--- config.mk ---
export PLATFORM = sky130hd
export DESIGN_NAME = uart_transceiver
export DESIGN_NICKNAME = d
export VERILOG_FILES = /design/src/rtl/uart_transceiver.sv
export SDC_FILE = /design/constraint.sdc
export NUM_CORES = 1
export LEC_CHECK = 0
export CAP_MARGIN = 20
export CORE_MARGIN = 1
export CORE_UTILIZATION = 46
export CTS_CLUSTER_DIAMETER = 40
export DETAILED_ROUTE_END_ITERATION = 6
export PLACE_DENSITY_LB_ADDON = 0.1
export SETUP_SLACK_MARGIN = 0.02
export SYNTH_ARGS = -nofsm -noshare
export SYNTH_HDL_FRONTEND = slang
export SYNTH_SLANG_ARGS = --single-unit
--- constraint.sdc ---
create_clock -name clk -period 2 [get_ports clk]
set_clock_uncertainty 0.05 [all_clocks]
set_input_delay 0.4 -clock clk [delete_from_list [all_inputs] [get_ports clk]]
set_output_delay 0.4 -clock clk [all_outputs]
set_load 0.05 [all_outputs]
--- src/rtl/uart_transceiver.sv ---
// 8N1 UART transmitter and receiver sharing one clock and CLKS_PER_BIT timing.
// Optional UART_LOOPBACK_EN adds a loopback input that feeds tx_line into the receiver.
module uart_transceiver #(
    parameter int CLKS_PER_BIT = 16
) (
    input  logic       clk,
    input  logic       reset,
    input  logic       tx_start,
    input  logic [7:0] data_in,
    output logic       tx_line,
    output logic       tx_busy,
    input  logic       rx_serial,
`ifdef UART_LOOPBACK_EN
    input  logic       loopback,
`endif
    output logic [7:0] rx_data,
    output logic       rx_done,
    output logic       framing_error
);

    localparam int CW = $clog2(CLKS_PER_BIT);
    localparam logic [CW-1:0] LAST_CNT = CW'(CLKS_PER_BIT - 1);
    localparam logic [CW-1:0] MID_CNT  = CW'(CLKS_PER_BIT / 2 - 1);

    typedef enum logic [1:0] {TX_IDLE, TX_START, TX_DATA, TX_STOP} tx_state_t;
    typedef enum logic [2:0] {RX_IDLE, RX_START, RX_DATA, RX_STOP, RX_WAIT_HIGH} rx_state_t;

    tx_state_t       tx_state;
    logic [CW-1:0]   tx_cnt;
    logic [2:0]      tx_bit;
    logic [7:0]      tx_shift;

    rx_state_t       rx_state;
    logic [CW-1:0]   rx_cnt;
    logic [2:0]      rx_bit;
    logic [7:0]      rx_shift;
    logic [1:0]      rx_sync;
    logic            rx_src;
    logic            rx_in;

`ifdef UART_LOOPBACK_EN
    assign rx_src = loopback ? tx_line : rx_serial;
`else
    assign rx_src = rx_serial;
`endif
    assign rx_in = rx_sync[1];

    // Transmitter: tx_shift is consumed LSB first, one bit per CLKS_PER_BIT cycles
    always_ff @(posedge clk) begin
        if (reset) begin
            tx_state <= TX_IDLE;
            tx_line  <= 1'b1;
            tx_busy  <= 1'b0;
            tx_cnt   <= '0;
            tx_bit   <= '0;
            tx_shift <= '0;
        end else begin
            case (tx_state)
                TX_IDLE: begin
                    tx_line <= 1'b1;
                    tx_busy <= 1'b0;
                    tx_cnt  <= '0;
                    tx_bit  <= '0;
                    if (tx_start) begin
                        tx_shift <= data_in;
                        tx_line  <= 1'b0;
                        tx_busy  <= 1'b1;
                        tx_state <= TX_START;
                    end
                end
                TX_START: begin
                    if (tx_cnt == LAST_CNT) begin
                        tx_cnt   <= '0;
                        tx_line  <= tx_shift[0];
                        tx_shift <= tx_shift >> 1;
                        tx_state <= TX_DATA;
                    end else begin
                        tx_cnt <= tx_cnt + 1'b1;
                    end
                end
                TX_DATA: begin
                    if (tx_cnt == LAST_CNT) begin
                        tx_cnt <= '0;
                        if (tx_bit == 3'd7) begin
                            tx_line  <= 1'b1;
                            tx_state <= TX_STOP;
                        end else begin
                            tx_bit   <= tx_bit + 1'b1;
                            tx_line  <= tx_shift[0];
                            tx_shift <= tx_shift >> 1;
                        end
                    end else begin
                        tx_cnt <= tx_cnt + 1'b1;
                    end
                end
                TX_STOP: begin
                    if (tx_cnt == LAST_CNT) begin
                        tx_cnt   <= '0;
                        tx_busy  <= 1'b0;
                        tx_state <= TX_IDLE;
                    end else begin
                        tx_cnt <= tx_cnt + 1'b1;
                    end
                end
                default: begin
                    tx_state <= TX_IDLE;
                    tx_line  <= 1'b1;
                    tx_busy  <= 1'b0;
                end
            endcase
        end
    end

    always_ff @(posedge clk) begin
        if (reset) begin
            rx_sync <= 2'b11;
        end else begin
            rx_sync <= {rx_sync[0], rx_src};
        end
    end

    // Receiver: after the start-bit midpoint every later sample lands mid-bit
    always_ff @(posedge clk) begin
        if (reset) begin
            rx_state      <= RX_IDLE;
            rx_cnt        <= '0;
            rx_bit        <= '0;
            rx_shift      <= '0;
            rx_data       <= '0;
            rx_done       <= 1'b0;
            framing_error <= 1'b0;
        end else begin
            rx_done       <= 1'b0;
            framing_error <= 1'b0;
            case (rx_state)
                RX_IDLE: begin
                    rx_cnt <= '0;
                    rx_bit <= '0;
                    if (!rx_in) begin
                        rx_state <= RX_START;
                    end
                end
                RX_START: begin
                    if (rx_cnt == MID_CNT) begin
                        rx_cnt   <= '0;
                        rx_state <= rx_in ? RX_IDLE : RX_DATA;
                    end else begin
                        rx_cnt <= rx_cnt + 1'b1;
                    end
                end
                RX_DATA: begin
                    if (rx_cnt == LAST_CNT) begin
                        rx_cnt   <= '0;
                        rx_shift <= {rx_in, rx_shift[7:1]};
                        if (rx_bit == 3'd7) begin
                            rx_state <= RX_STOP;
                        end else begin
                            rx_bit <= rx_bit + 1'b1;
                        end
                    end else begin
                        rx_cnt <= rx_cnt + 1'b1;
                    end
                end
                RX_STOP: begin
                    if (rx_cnt == LAST_CNT) begin
                        rx_cnt <= '0;
                        if (rx_in) begin
                            rx_data  <= rx_shift;
                            rx_done  <= 1'b1;
                            rx_state <= RX_IDLE;
                        end else begin
                            framing_error <= 1'b1;
                            rx_state      <= RX_WAIT_HIGH;
                        end
                    end else begin
                        rx_cnt <= rx_cnt + 1'b1;
                    end
                end
                RX_WAIT_HIGH: begin
                    if (rx_in) begin
                        rx_state <= RX_IDLE;
                    end
                end
                default: rx_state <= RX_IDLE;
            endcase
        end
    end

endmodule

# Yosys cells after proc, flatten, opt, wreduce, memory -nomap -nowiden
# Index checks and enable logic that the tools add are counted.
# totals
reg_bits,49
latchBits,0
mem_bits_rw,0
romBits,0
in_bits,12
out_inout_bits,12
word_cells,105
mem_count,0
# classes
add_sub_neg,4
n_mul,0
n_div,0
magnitude_cmp,0
eq_ne,25
shifts,0
muxes,41
bitwise,2
n_reduce_logical,19
# ops
cell,count
3-bit 2-to-1 mux,11
8-bit 2-to-1 mux,4
"2-bit != test, second input constant",13
8-bit case mux with 3 select lines,1
3-bit case mux with 5 select lines,1
2-bit 2-to-1 mux,6
4-bit 2-to-1 mux,3
3-bit case mux with 2 select lines,2
4-bit case mux with 3 select lines,1
3-bit AND reduction,4
5-bit AND reduction,2
"3-bit equality test, second input constant",3
"4-bit by 1-bit adder with 4-bit output, second input constant",2
"4-bit equality test, second input constant",2
1-bit 2-to-1 mux,8
2-bit case mux with 4 select lines,1
4-bit case mux with 2 select lines,1
"3-bit by 1-bit adder with 3-bit output, second input constant",2
"3-bit by 2-bit equality test with 1-bit output, second input constant",2
6-bit AND reduction,1
2-bit nonzero test,3
3-bit nonzero test,2
3-bit OR reduction,2
"2-bit equality test, second input constant",2
other kinds (10),12

# Depth between registers and ports, before layout
# depth
word_depth,4
ltp_mapped,8
depth_no_buf,6

# Worst setup path before layout
# Ideal clock, no wire load.
# synth_timing
path_type,reg-to-reg
from,reg tx_state[0]
to,reg tx_shift[5]
setup_ns,0.079
t_arrival_ns,1.857
t_required_ns,1.871
setup_slack_ns,0.014
stages_incl_launch_ff,9
path_buffers,2
synth_period_minus_slack_ns,1.986
cell_sequence,dfxtp_1 > inv_1 > ha_1 > buf_6 > or2_4 > a2111oi_4 > buf_6 > nor2_1 > a211oi_2
# synth_between
elab_chain_len,3
word_cells_on_any_way,10
cone_classes,eq/ne: 6; mux: 1; reduce/logical: 3
# synth_rtl
item,line,rtl
"start, declared",28,tx_state_t tx_state;
"start signal, assigned",51,tx_state <= TX_IDLE;
"start signal, assigned",68,tx_state <= TX_START;
"start signal, assigned",76,tx_state <= TX_DATA;
2-bit equality test (tied with other cells),58,case (tx_state)
2-bit != test (no line) / 3-bit nonzero test (equally long branches),-,
5-bit AND reduction (no line),-,
"end signal, assigned",65,tx_shift <= data_in;
"end signal, assigned",75,tx_shift <= tx_shift >> 1;
"end signal, assigned",90,tx_shift <= tx_shift >> 1;
"end, declared",31,logic [7:0] tx_shift;
# Parallel ways exist; a longest one is shown, timed or not.
# A chain may end at the register's enable or synchronous reset.

# Worst setup path after layout
# layout_timing
from,reg tx_state[0]
to,reg tx_shift[3]
# Same word-level chain as after synthesis.

==> summary.txt <==
Final layout
  • FILL cells: 386
  • Synth-to-Final Area Change: 22.5%
  • Antenna Cells: 0
  • Register area: 983 um^2
  • Share of cells above drive strength 1: 15.3%
  • Fin nets: 289
  • Core Util, Final: 60.4%
  • Layout Cell Area excl Fill: 0.00272 mm^2
  • Multi-input logic area: 0.00117 mm^2

Hold path
  • Hold Path Origin: rx_sync[0]
  • Worst Hold Endpoint: rx_sync[1]
  • Hold WC Path Type: reg -> reg
  • Hold path cells: 1

Detailed routing
  • DR vias: 1717
  • Drt pass-1 iters: 4
  • Met2 WL: 1790 um
  • Top sig layer: met4
  • Met1 Wirelength: 2010 um
  • Total wire length: 3980 um
  • Wire per inst: 12.4 um
  • Drt via density: 5.37
  • Routed Antenna Nets: 0
  • # DRC: 0
  • Met3 WL: 133 um
  • Initial DRC Count: 128

CTS
  • CTS tree: built
  • CTS Hold Buffers Added: 0
  • Clock sink total: 49
  • Worst-skew pair later-pin latency: 0.30 ns
  • Longest Clk Path Bufs: 2
  • Clk root buf: clkbuf_8
  • CTS H-tree lvls: 2
  • Num CTS Buffers: 5
  • Clock-pin slew on the worst setup and hold paths: 0.10 ns

Worst setup path
  • Crit path max fanout: 8
  • Critical R2R Launch: tx_state[0]
  • Max stage delay cell, worst path: dfxtp_2
  • Startpoint types: flip-flop
  • CP max stage delay: 0.35 ns
  • R2R Setup Slk: 0.09 ns
  • Worst Reg-to-Reg Cells: 8
  • FF-to-FF End: tx_shift[3]
  • Endpoint class of the critical path: flip-flop
  • Worst endpoint required time: 2.17 ns
  • CP Cell Sequence: inv_1 > ha_2 > or2_4 > a2111oi_4 > buf_4 > buf_12 > nor2_1 > a211oi_1
  • CP Class: reg -> reg
  • Arr. time, crit path: 2.08 ns

Yosys
  • Mean area per synthesized cell: 9.50 um^2
  • Synth warnings: 0
  • Sequential fraction of the synthesis area: 44.1%
  • Cell count after synthesis: 234
  • Most common cell in the netlist: dfxtp_1
  • Post-synth EDFFs: 0
  • Synth Net Count: 256
  • Mapped cell area: 0.00222 mm^2
  • Synth Flop Type: dfxtp_1
  • Synth Register Bits: 49
  • Ranking of synthesized cells by area: dfxtp_1 44%, mux2i_1 12%, nor2_1 5.9%
  • Post-synth top area share: 44.1%
  • Post-synth top area cell: dfxtp_1
  • Post-synth cell types: 41
  • Ys async rst share: 0%
  • Top post-synthesis cells by count: 49 x dfxtp_1, 35 x nor2_1, 27 x mux2i_1

Die
  • Row count: 24
  • Core area: 0.00450 mm^2
  • I/O pin cnt: 24
  • Initial core utilization: 49.4%
  • Die W: 71.5 um
  • Die Height: 71.5 um
  • Die area: 0.00512 mm^2

Global routing
  • Maximum number of pins on one net before global-route repair: 18
  • Global-route wire length before repair: 6960 um
  • Number of global-route vias before repair: 1596
  • Initial antenna violation count: 0
  • Gr usage total: 16.8%
  • Grt ovf: 0

Timing
  • Peak Freq: 0.523 GHz
  • Fin. Hold Viols: 0
  • Finish-stage setup viols: 0
  • Crit path time final: 1.91 ns
  • Slew Limit Fails: 0
  • Period utilisation layout: 95.6%
  • PnR worst setup slack: 0.0873 ns
  • Slew HR: 66.6%
  • Worst-Margin Slew: 0.500 ns
  • Fin Setup TNS: 0 ns

Placement
  • Placed inst area: 0.00257 mm^2
  • GPL Wtd Cong: 0.797
  • Worst slack, placed: 0.0416 ns
  • Input/output buffers: 23
  • Post-DP HPWL: 2780 um

Power and ir drop
  • Cell Pwr Density: 1140 mW/mm^2
  • Peak supply drop: 0.000768 V
  • Lkg Pwr: 1.18 nW

Run status
  • Run status: finished, final reports clean

Job
  • Max_cap viols: 0
cells in the final DEF (no fill, tap or decap), types with 3 or more instances in the layout:
| cell | netlist | routed |
|---|---|---|
| clkbuf_8 | 0 | 5 |
| and3_1 | 4 | 4 |
| ha_1 | 10 | 8 |
| mux2i_1 | 27 | 27 |
| a21oi_1 | 11 | 11 |
| nand2_1 | 13 | 13 |
| nand3_1 | 9 | 9 |
| a211oi_1 | 7 | 4 |
| a211oi_2 | 2 | 5 |
| clkdlybuf4s50_1 | 0 | 23 |
| nor2b_1 | 3 | 3 |
| nand3b_1 | 3 | 3 |
| nor2_1 | 35 | 35 |
| dfxtp_1 | 49 | 47 |
| inv_1 | 5 | 5 |
| nor3b_1 | 4 | 4 |
| or2_2 | 4 | 4 |
| o21ai_0 | 4 | 4 |
| buf_4 | 0 | 15 |
stage by stage:
step                power (W)  hold slack (ns)  cells
floorplan             0.00202            0.339    234
global placement      0.00231            0.343    309
detailed placement    0.00232            0.348    309
CTS                   0.00292            0.372    317
global route          0.00331            0.379    320
finish                0.00311            0.367    320
where the power goes:
part           total [W]  leakage [nW]  switching (W)  internal [W]
logic            0.00132         0.737       0.000640      0.000679
registers        0.00118         0.399      0.0000743       0.00111
clock network   0.000605        0.0452       0.000350      0.000255
total            0.00311          1.18        0.00106       0.00204
worst max-delay path: cells and delay by family (launching register included):
family | cells | cell delay (ns)
AOI/OAI and AO/OA | 2 | 0.53
DFF | 1 | 0.35
buffers and inverters | 3 | 0.38
and+or+nand+nor | 2 | 0.31
adders and majority gates | 1 | 0.21
area by class of cell:
cell class | count | area share (%)
clock buffer | 5 | 2.53
tap | 52 | 2.39
clock inverter | 3 | 0.919
inverter | 5 | 0.689
multi-input combinational | 166 | 43.1
timing repair buffer | 40 | 14.2
sequential | 49 | 36.1
state kept, by name, indices dropped and copies added, names as in the netlist, 2 cells and up:
| signal | flops |
|---|---|
| tx_shift | 8 |
| rx_state | 3 |
| tx_cnt | 4 |
| tx_bit | 3 |
| rx_sync | 2 |
| rx_bit | 3 |
| rx_cnt | 4 |
| rx_shift | 8 |
| tx_state | 2 |
| rx_data | 8 |
routing by layer:
layer  GRT usage (%)  up-vias
li1                -      896
met1            22.6      792
met2            26.7       22
met3            4.50        7
met4            5.01        0
met5               0        -
kinds of logic (layout without fill, tap and decap cells):
group / Yosys count / in the layout / share of synthesized area, %
xor gates and xnor gates: 3 / 3 / 1.18
muxes: 28 / 28 / 12.7
adders and majority gates: 10 / 10 / 5.63
and+or+nand+nor: 90 / 90 / 20.5
AOI/OAI and AO/OA: 35 / 35 / 11.9
buffers and inverters: 19 / 53 / 4.00
DFF: 49 / 49 / 44.1
worst max-delay path by stage:
stage	from	endpoint	slack, ns	depth (start not counted)
6_report	tx_state[0]	tx_shift[3]	0.09	8
5_1_grt	tx_state[0]	tx_shift[4]	-0.0009	8
4_1_cts	tx_state[0]	tx_shift[0]	0.08	7
3_5_place_dp	tx_start	tx_shift[0]	0.04	6
3_3_place_gp	tx_start	tx_shift[0]	0.10	6
2_1_floorplan	tx_state[0]	tx_shift[5]	0.07	8
what timing repair did:
| item | in CTS | in global routing |
|---|---|---|
| gates resized for setup | 0 | 7 |
| endpoints found under the setup margin | 0 | 5 |
| buffers inserted | 0 | 2 |
No activity file was read; power rests on OpenSTA's default activity.
